`src/rtl/rotate_engine.sv`:
```
// rotate_engine: rotates an NxN piece and checks it against the board window, trying wall kicks.
// Define ROTATE_KICK_EN to try kick 1 (left) and kick 2 (right) after kick 0 collides.
module rotate_engine #(
  parameter int N = 4
) (
  input  logic                     clk,
  input  logic                     rst,
  input  logic                     req,
  input  logic                     direction,
  input  logic [0:N*N-1]           float,
  output logic [$clog2(N)-1:0]     win_row_addr,
  input  logic [N+1:0]             win_row_data,
  output logic                     busy,
  output logic                     done,
  output logic                     ok,
  output logic [0:N*N-1]           new_float,
  output logic [1:0]               kick
);
  localparam int AW = $clog2(N);
  localparam int CW = $clog2(N+1);
`ifdef ROTATE_KICK_EN
  localparam logic [1:0] LAST_ATT = 2'd2;
`else
  localparam logic [1:0] LAST_ATT = 2'd0;
`endif
  typedef enum logic [1:0] {IDLE, ROT, CHECK, DONE} state_t;
  state_t          state_q;
  logic [CW-1:0]   cnt_q;
  logic [1:0]      att_q;
  logic            coll_q, pass_q, dir_q, busy_q, done_q, ok_q;
  logic [0:N*N-1]  orig_q, rot_q, nf_q;
  logic [AW-1:0]   addr_q;
  logic [1:0]      kick_q;
  logic [0:N*N-1]  rot_d;
  logic [AW-1:0]   rsel;
  logic [N-1:0]    row;
  logic [N+1:0]    mask;
  logic            hit, fail;
  always_comb begin
    rot_d = '0;
    for (int r = 0; r < N; r++)
      for (int c = 0; c < N; c++)
        rot_d[r*N+c] = dir_q ? orig_q[c*N+N-1-r] : orig_q[(N-1-c)*N+r];
  end
  // count value k tests the row issued at k-1, whose data arrives now
  assign rsel = AW'(cnt_q - CW'(1));
  always_comb begin
    row = '0;
    for (int c = 0; c < N; c++) row[N-1-c] = rot_q[int'(rsel)*N+c];
    mask = att_q == 2'd1 ? {row, 2'b00} : att_q == 2'd2 ? {2'b00, row} : {1'b0, row, 1'b0};
    hit  = (cnt_q != '0) && |(mask & win_row_data);
    fail = coll_q | hit;
  end
  always_ff @(posedge clk or posedge rst) begin
    if (rst) begin
      state_q <= IDLE;
      cnt_q   <= '0;
      att_q   <= '0;
      coll_q  <= 1'b0;
      pass_q  <= 1'b0;
      dir_q   <= 1'b0;
      orig_q  <= '0;
      rot_q   <= '0;
      addr_q  <= '0;
      busy_q  <= 1'b0;
      done_q  <= 1'b0;
      ok_q    <= 1'b0;
      nf_q    <= '0;
      kick_q  <= '0;
    end else begin
      done_q <= 1'b0;
      addr_q <= (state_q == CHECK && cnt_q < CW'(N-1)) ? AW'(cnt_q + CW'(1)) : '0;
      case (state_q)
        IDLE: if (req) begin
          orig_q  <= float;
          dir_q   <= direction;
          busy_q  <= 1'b1;
          state_q <= ROT;
        end
        ROT: begin
          rot_q   <= rot_d;
          cnt_q   <= '0;
          att_q   <= '0;
          coll_q  <= 1'b0;
          state_q <= CHECK;
        end
        CHECK: if (cnt_q == CW'(N)) begin
          if (!fail || att_q == LAST_ATT) begin
            pass_q  <= !fail;
            state_q <= DONE;
          end else begin
            att_q  <= att_q + 2'd1;
            cnt_q  <= '0;
            coll_q <= 1'b0;
          end
        end else begin
          cnt_q  <= cnt_q + CW'(1);
          coll_q <= fail;
        end
        DONE: begin
          done_q  <= 1'b1;
          busy_q  <= 1'b0;
          ok_q    <= pass_q;
          kick_q  <= pass_q ? att_q : 2'd0;
          nf_q    <= pass_q ? rot_q : orig_q;
          state_q <= IDLE;
        end
        default: state_q <= IDLE;
      endcase
    end
  end
  assign win_row_addr = addr_q;
  assign busy         = busy_q;
  assign done         = done_q;
  assign ok           = ok_q;
  assign new_float    = nf_q;
  assign kick         = kick_q;
endmodule

```
`config.mk`:
```
export PLATFORM = sky130hd
export DESIGN_NAME = rotate_engine
export DESIGN_NICKNAME = d
export VERILOG_FILES = /design/src/rtl/rotate_engine.sv
export SDC_FILE = /design/constraint.sdc
export NUM_CORES = 1
export LEC_CHECK = 0
export ABC_AREA = 1
export CAP_MARGIN = 10
export CORE_MARGIN = 5
export CORE_UTILIZATION = 45
export DETAILED_ROUTE_END_ITERATION = 10
export PLACE_DENSITY = 0.68
export SLEW_MARGIN = 20
export SYNTH_ARGS = -nofsm -noshare
export SYNTH_HDL_FRONTEND = slang
export SYNTH_SLANG_ARGS = --single-unit
```
`constraint.sdc`:
```
create_clock -name clk -period 2.2 [get_ports clk]
set_input_delay 0.33 -clock clk [delete_from_list [all_inputs] [get_ports clk]]
set_output_delay 0.33 -clock clk [all_outputs]
set_load 0.01 [all_outputs]
```
# Word level (Yosys, flattened, before mapping)
# Cells that the tools add are included.
# totals
register_bits,65
in_bits,26
output_inout_bits,23
word_cells,107
# classes
n_addsub,6
order_cmp,5
eq_ne,11
mux,49
bitwise,6
n_reduce_logical,16
# op_table
cell,count
$ge 32x5->1 const B,4
$not 5->32,3
$not 4->32,1
$mux 1,28
$bmux 1 s4,4
$mux 16,1
$mux 2,7
$add 4x2->5 const B,2
$reduce_and 3->1,3
$pmux 2 s4,1
$and 6x6->6,1
$eq 2x2->1 const B,3
$mux 3,2
$mux 6,1
$pmux 3 s2,1
$reduce_and 2->1,3
$reduce_or 6->1,1
$add 4x1->5 const B,1
$mux 5,1
$eq 2x1->1 const B,2
$logic_not 2->1,2
$ne 2x1->1 const B,2
$ne 2x2->1 const B,2
$pmux 1 s2,2
other kinds (13),15

# Longest topological paths before layout
# Gate-level depths: netlist of run 1.
# logic_depth
depth_word,17
mapped_depth,18
depth_no_buf,17

# Least setup slack after synthesis of run 1
# OpenSTA, ideal clock, no wires.
# synth_timing
path_type,reg2reg
startpoint,register cnt_q[0]
endpoint,register cnt_q[2]
setup_time_ns,0.074
t_arrival_ns,2.001
required_time_ns,2.126
slack_ns,0.125
path_stages_with_launch,18
n_path_buf,1
synth_period_minus_slack_ns,2.075
cell_sequence,dfrtp_1 > inv_2 > buf_6 > ha_1 > inv_2 > nand3_1 > and2_4 > nand3_1 > nand2_1 > o21ai_1 > nand2_1 > nand2_1 > nand2_2 > nand2_2 > nand2_4 > nand2_8 > nand2_2 > o21ai_2
# synth_between
elab_chain_cells,16
elab_cells_between_ends,35
cone_classes,add/sub (5); eq/ne (2); mux (16); bitwise (6); reduce/logical (6)
# synth_lines
item,line_no,rtl
from (decl),28,logic [CW-1:0] cnt_q;
from (signal assigned),97,cnt_q <= cnt_q + CW'(1);
$sub 2x1->2,46,assign rsel = AW'(cnt_q - CW'(1));
$add 4x2->5 or $add 4x1->5 (tied branches),49,for (int c = 0; c < N; c++) row[N-1-c] = rot_q[int'(rsel)*N+c];
$not 5->32 (not written as such),49,
$bmux 1 s4,49,
$mux 1 (not written as such) (2 in a row),49,
$mux 5,50,"mask = att_q == 2'd1 ? {row, 2'b00} : att_q == 2'd2 ? {2'b00, row} : {1'b0, row, 1'b0};"
$mux 6,50,
$and 6x6->6,51,hit = (cnt_q != '0) && |(mask & win_row_data);
$reduce_or 6->1,51,
$logic_and 1x1->1,51,
$or 1x1->1,52,fail = coll_q | hit;
$logic_not 1->1,88,if (!fail || att_q == LAST_ATT) begin
$logic_or 1x1->1,88,
$ne 3x3->1 (no line),-,
$reduce_and 2->1 (no line),-,
# Parallel ways exist; a longest one is shown, timed or not. The select of a mux whose other input is x is not followed.
# A chain may end at the register's enable or synchronous reset.

# Worst setup path in the final report of run 1
# layout_timing
startpoint,register cnt_q[1]
endpoint,register coll_q
# layout_between
elab_chain_cells,16
elab_cells_between_ends,34
cone_classes,add/sub (4); eq/ne (2); mux (16); bitwise (6); reduce/logical (6)
# layout_lines
item,line_no,rtl
$sub 2x1->2,46,
$add 4x2->5 or $add 4x1->5 (tied branches),49,
$not 5->32 (not written as such),49,
$bmux 1 s4,49,
$mux 1 (not written as such) (2 in a row),49,
$mux 5,50,
$mux 6,50,
$and 6x6->6,51,
$reduce_or 6->1,51,
$logic_and 1x1->1,51,
$or 1x1->1,52,
$logic_not 1->1,88,
$logic_or 1x1->1,88,
$ne 3x3->1 (no line),-,
$reduce_and 2->1 (no line),-,
to (signal assigned),98,coll_q <= fail;
to (decl),30,"logic coll_q, pass_q, dir_q, busy_q, done_q, ok_q;"
# Parallel ways exist; a longest one is shown, timed or not. The select of a mux whose other input is x is not followed.

==> impl_metrics.py, run 1 <==
metrics = {
    "flow_run": {
        "maxCapViolations": 0,
    },
    "worst_setup_path": {
        "cp_cell_sequence": "inv_1, ha_4, inv_2, nand3_1, and2_4, nand3_1, nand2_1, o21ai_1, nand2_1, nand2_1, nand2_2, nand2_2, nand2_4, nand2_8, nand2_2, o21ai_2",
        "required_ns": 2.46,
        "cpMaxStageDelayCell": "dfrtp_1",
        "critPathLaunchType": "flop",
        "r2r-start": "cnt_q[1]",
        "reg2reg_slack_ns": 0.16,
        "crit_start": "cnt_q[1]",
        "reg2reg_to": "coll_q",
        "r2r_cells": 16,
        "max_stage_delay_ns": 0.38,
        "critPathCaptureType": "flop",
        "crit_type": "flop to flop",
        "crit_fanout": 8,
        "arrival_ns": 2.30,
    },
    "logic_synthesis": {
        "yosysUniqueCellTypes": 24,
        "synth_top_area_share_pct": 50.00,
        "async_flop_share_pct": 100.0,
        "yosysTopAreaCell": "dfrtp_1",
        "synth_edf_count": 0,
        "synth.avg_cell_area_um2": 8.072,
        "synth_seq_area_share_pct": 50.00,
        "synth.cell_area_um2": 3253,
        "yosys-top-cells-count": "nand2_1 (121), dfrtp_1 (65), o21ai_0 (40)",
        "syn_inst": 403,
        "syn_nets": 438,
        "yosysWarnings": 0,
        "synth_compound_area_share_pct": 13.73,
        "yosysMostFrequentCell": "nand2_1",
        "yosys.area_share.xor_xnor_pct": 0.2692,
        "synth-simple-area-share_pct": 25.27,
        "synthTopCellsByArea": "dfrtp_1 (50%), nand2_1 (14%), o21ai_0 (6.2%), inv_1 (4.4%), nor2_1 (3.9%)",
        "ys.flop_type": "dfrtp_1",
        "synth_top_family_by_area": "simple AND/OR/NAND/NOR gates",
        "synthAdderAreaFrac_pct": 3.462,
        "synth_seq_cells": 65,
        "muxShareOfSynthArea_pct": 0,
    },
    "sta": {
        "relSlewSlack_pct": 46.18,
        "fmax_mhz": 489.5,
        "finClkSkew_ns": 0.007490,
        "setup_tns_ns": 0,
        "final.period_utilization_pct": 92.86,
        "worst_slew_pin_slew_ns": 0.8074,
        "final_max_slew_viol_count": 0,
        "finalWorstSetupSlack_ns": 0.1571,
        "period_needed_ns": 2.043,
        "finalHoldViolations": 0,
        "setup_viol": 0,
        "rsz0062_at_grt": "false",
    },
    "clock_tree": {
        "clk_transition_reported_paths_ns": 0.08,
        "cts_tree": "built",
        "cts_num_sinks": 65,
        "cts_buffers": 9,
        "clockRootBuffer": "clkbuf_8",
        "clock_latency_ns": 0.34,
        "clockBufferDepth": 2,
        "htree_levels": 3,
    },
    "die": {
        "start_util_pct": 45.58,
        "die_area_um2": 9030,
        "pin_count": 49,
        "coreArea_um2": 7137,
        "fp.dieH_um": 95.03,
        "die_w_um": 95.03,
        "row_count": 31,
    },
    "layout": {
        "num_antenna_cells": 0,
        "area_delta_synth_final_pct": 27.31,
        "utilization_pct": 58.03,
        "drive_gt1_share_pct": 11.50,
        "nNetsFinal": 491,
        "fill_cells": 671,
        "fin_area_um2": 4141,
    },
    "global_routing": {
        "top_usage_layer": "met2",
        "grt-ovfl-total": 0,
        "grt_max_degree": 66,
        "grt.met1_usage_pct": 24.99,
        "grtUsageTotal_pct": 18.82,
        "grt_first_pass_wirelength_um": 13060,
        "grt_pass1_vias": 2790,
        "grt_util_met3_pct": 3.157,
        "antenna_found_initial": 0,
        "grt_util_met2_pct": 30.83,
    },
    "place": {
        "hpwl_um": 5485,
        "placed_cell_area_um2": 3870,
        "pre_cts_ws_ns": 0.07603,
        "gp_congestion": 0.9279,
        "portBuffers": 48,
    },
    "power": {
        "vdd_drop_max_mv": 0.6032,
        "power_per_cell_area_nw_per_um2": 1531,
        "pwr-share-clk_pct": 19.9,
        "seq_power_share_pct": 34.5,
        "p_sw_share_pct": 40.99,
        "switchingPower_mw": 2.599,
        "p_int_mw": 3.741,
        "p_leak_nw": 1.948,
        "pwr-share-comb_pct": 45.6,
    },
    "drt": {
        "drc_errors": 0,
        "routedWlPerCell_um": 13.83,
        "ant_nets": 0,
        "via_per_inst": 5.021,
        "first_iter_violations": 153,
        "drt-total-wl_um": 7742,
        "vias": 2812,
        "drtPass1Iterations": 4,
    },
    "status": {
        "status": "finished clean",
    },
    "worst_hold_path": {
        "hp-class": "input port to async pin",
    },
}
## logic make-up (layout without fill, tap and decap cells)
kind of cell | count (synthesis) | in the layout
AOI/OAI and AO/OA | 78 | 78
buffers and inverters | 59 | 117
DFF | 65 | 65
xor gates and xnor gates | 1 | 1
and+or+nand+nor | 191 | 191
adders and majority gates | 9 | 9
## state kept, by name, indices dropped and copies added, names as in the netlist
name,count
new_float,16
orig_q,16
rot_q,16
cnt_q,3
att_q,2
kick,2
state_q,2
win_row_addr,2
busy,1
coll_q,1
dir_q,1
done,1
ok,1
pass_q,1
## final cells by class
class                   count  area (um^2)  share of cell area [%]
clock inverters             6        113.9                   2.749
repair buffers             60        583.1                   14.08
flip-flops and latches     65         1627                   39.27
inverters                  41        153.9                   3.716
well taps                  99        123.9                   2.991
multi-input cells         279         1403                   33.87
clock buffers              10        137.6                   3.323
## worst max-delay path by stage
stage	to	slack, ns	depth (start not counted)
2_1_floorplan	cnt_q[2]	0.13	17
3_3_place_gp	cnt_q[1]	0.18	16
3_5_place_dp	coll_q	0.08	16
4_1_cts	coll_q	0.04	16
5_1_grt	pass_q	0.007	16
6_report	coll_q	0.16	16
## power by group through the flow
stage | combinational [mW] | clock [mW] | sequential, mW
after floorplan | 1.92 | 0 | 2.11
after global placement | 2.77 | 0 | 2.19
after detailed placement | 2.83 | 0 | 2.21
after CTS | 2.85 | 1.29 | 2.20
after global routing | 3.29 | 1.33 | 2.27
final | 2.89 | 1.26 | 2.19
## through the flow
step / std cells / total power, mW / hold WS, ns
floorplan: 403 / 4.035 / 0.4396
global placement: 543 / 4.960 / 0.4551
detailed placement: 543 / 5.035 / 0.4660
CTS: 559 / 6.332 / 0.3946
global route: 560 / 6.895 / 0.4057
finish: 560 / 6.340 / 0.3731
## metal layers
layer  wire (um)  vias to the layer above
li1            -                     1394
met1        3471                     1328
met2        3811                       79
met3         374                       11
met4          85                        0
met5           0                        -
## cells in the final DEF, fill, tap and decap left out, drive strengths merged, types with 2 or more instances in the layout
cell type	instances
nand2	133
dfrtp	65
clkdlybuf4s50	48
o21ai	45
inv	41
nor2	34
nand3	20
a21oi	16
o211ai	16
buf	12
clkbuf	10
ha	9
bufinv	3
nand4	2
clkinvlp	2
## worst max-delay path: cells and delay by family, from the launching register on
family	cells	cell delay, ns
and+or+nand+nor	11	0.98
DFF	1	0.38
adders and majority gates	1	0.23
buffers and inverters	2	0.20
AOI/OAI and AO/OA	2	0.19
## what timing repair did
action | CTS | global route
resized for setup | 0 | 2
setup buffers | 0 | 1
hold buffers | 0 | 0
endpoints found under the setup margin | 0 | 9
No activity file was read; power rests on OpenSTA's default activity.
==> inputs of run 2 (changes only) <==
--- a/config.mk
+++ b/config.mk
@@ -10,7 +10,8 @@
 export CORE_MARGIN = 5
 export CORE_UTILIZATION = 45
 export DETAILED_ROUTE_END_ITERATION = 10
-export PLACE_DENSITY = 0.68
+export DONT_BUFFER_PORTS = 1
+export PLACE_DENSITY = 0.59
 export SLEW_MARGIN = 20
 export SYNTH_ARGS = -nofsm -noshare
 export SYNTH_HDL_FRONTEND = slang
==> constraint.sdc (replaced) <==
create_clock -name clk -period 2.2 [get_ports clk]
set_input_delay 0.33 -clock clk [delete_from_list [all_inputs] [get_ports clk]]
set_output_delay 0.33 -clock clk [all_outputs]
set_load 0.1 [all_outputs]
==> run 2 against run 1 <==
Design area fell by 8.5%. Global-route usage is 0.37 points higher. Die area did not move. Fmax grew 1.0%. Largest cell class unchanged. Clock skew rose by 0.0011 ns. Critical path depth grew 1.
==> impl_metrics.py, run 2 (synthesized netlist as in run 1, its figures left out) <==
metrics = {
    "flow_run": {
        "maxCapViolations": 0,
    },
    "sta": {
        "setup_tns_ns": 0,
        "worst_slew_pin_slew_ns": 0.8277,
        "rsz0062_at_grt": "false",
        "relSlewSlack_pct": 44.82,
        "final.period_utilization_pct": 91.91,
        "setup_viol": 0,
        "period_needed_ns": 2.022,
        "finalHoldViolations": 0,
        "final_max_slew_viol_count": 0,
        "fmax_mhz": 494.5,
        "finClkSkew_ns": 0.008567,
    },
    "drt": {
        "routedWlPerCell_um": 14.64,
        "via_per_inst": 4.983,
        "vias": 2666,
        "drtPass1Iterations": 5,
        "drt-total-wl_um": 7832,
        "drc_errors": 0,
        "ant_nets": 0,
        "first_iter_violations": 187,
    },
    "worst_setup_path": {
        "path_common_cell": "nand2_1",
        "critPathCaptureType": "flop",
        "arrival_ns": 2.28,
        "reg2reg_to": "cnt_q[2]",
        "reg2reg_slack_ns": 0.18,
        "r2r-start": "cnt_q[1]",
        "critPathLaunchType": "flop",
        "crit_fanout": 8,
        "r2r_cells": 17,
        "path_buf_inv": 2,
        "required_ns": 2.46,
        "cp_cell_sequence": "inv_1, ha_4, inv_4, nand3_2, nand2_1, nand2_1, nand3_1, nand2_1, o21ai_1, nand2_1, nand2_1, nand2_2, nand2_2, nand2_4, nand2_8, nand2_2, o21ai_2",
        "crit_type": "flop to flop",
        "critPathTopFamily": "simple AND/OR/NAND/NOR gates",
        "cpMaxStageDelayCell": "dfrtp_1",
        "max_stage_delay_ns": 0.38,
    },
    "status": {
        "status": "finished clean",
    },
    "place": {
        "portBuffers": 0,
        "hpwl_um": 5682,
        "gp_congestion": 0.9259,
    },
    "global_routing": {
        "grt_pass1_vias": 2568,
        "grt_first_pass_wirelength_um": 13130,
        "grt-ovfl-total": 0,
        "antenna_found_initial": 0,
        "grtUsageTotal_pct": 19.19,
        "grt_max_degree": 40,
    },
    "clock_tree": {
        "clockBufferDepth": 2,
        "clock_latency_ns": 0.34,
        "clk_transition_reported_paths_ns": 0.07,
        "htree_levels": 3,
        "cts_tree": "built",
        "cts_buffers": 9,
        "clockRootBuffer": "clkbuf_8",
        "cts_num_sinks": 65,
    },
    "layout": {
        "final_common_cell": "nand2_1",
        "area_delta_synth_final_pct": 16.46,
        "fill_cells": 696,
        "num_antenna_cells": 0,
        "final_cell_mix": "nand2_1 (121), dfrtp_1 (65), o21ai_0 (39)",
        "drive_gt1_share_pct": 16.74,
        "nNetsFinal": 466,
    },
    "worst_hold_path": {
        "hp-class": "input port to flop",
        "min_to": "orig_q[7]",
        "min-delay-start": "float[7]",
        "worstHoldPathCells": 2,
    },
    "die": {
        "die_area_um2": 9030,
        "start_util_pct": 45.58,
        "coreArea_um2": 7137,
        "die_w_um": 95.03,
        "fp.dieH_um": 95.03,
        "row_count": 31,
        "pin_count": 49,
    },
}
## run 2: how the worst max path moves through the flow
stage / startpoint / endpoint / slack (ns) / cells after the start
global placement: cnt_q[1] / cnt_q[1] / 0.17 / 16
global route: cnt_q[0] / att_q[1] / 0.003 / 17
finish: cnt_q[1] / cnt_q[2] / 0.18 / 17
floorplan: cnt_q[0] / cnt_q[2] / 0.13 / 17
CTS: cnt_q[1] / cnt_q[2] / 0.06 / 17
detailed placement: cnt_q[1] / cnt_q[2] / 0.08 / 17
## run 2: repair_timing
| item | in CTS | in global routing |
|---|---|---|
| resized for setup | 0 | 6 |
| setup buffers | 0 | 1 |
| hold endpoints to repair | 26 | 0 |
| hold buffers | 1 | 0 |
| endpoints found under the setup margin | 0 | 9 |
## run 2: layer usage
metal	vias up	track usage, %	wire (um)
met5	-	0	0
met4	0	7.212	101
met3	8	5.051	363
met2	64	28.01	3570
met1	1251	27.33	3797
li1	1343	-	-
## run 2: layout make-up
cell class | count | area (um^2) | share of cell area (%)
Timing Repair Buffer | 35 | 277.8 | 7.332
Sequential cell | 65 | 1627 | 42.93
Clock inverter | 3 | 40.04 | 1.057
Multi-Input combinational cell | 279 | 1415 | 37.35
Clock buffer | 13 | 148.9 | 3.930
Inverter | 41 | 156.4 | 4.128
Tap cell | 99 | 123.9 | 3.269
## run 2: worst reg2reg max path, stage by stage, from the launching register on
cell     delay, ns
dfrtp_1       0.38
inv_1         0.10
ha_4          0.24
inv_4         0.08
nand3_2       0.10
nand2_1       0.10
nand2_1       0.05
nand3_1       0.09
nand2_1       0.07
o21ai_1       0.12
nand2_1       0.06
nand2_1       0.07
nand2_2       0.10
nand2_2       0.10
nand2_4       0.07
nand2_8       0.10
nand2_2       0.06
o21ai_2       0.06
## run 2: stage by stage
stage               setup WS (ns)  instance area [um^2]  util, %  cells  hold WS, ns
floorplan                  0.1253                  3253        -    403       0.4396
global placement           0.1715                  3555    49.81    517       0.3152
detailed placement        0.07953                  3555    49.81    517       0.3236
CTS                       0.05743                  3754    52.59    534      0.09537
global route             0.002704                  3789    53.09    535      0.09187
finish                     0.1779                  3789    53.09    535       0.1062
Power of run 2 is left out: the tool's default activity adds up to more than one toggle a clock period on the data nets, which glitch-free logic cannot reach.
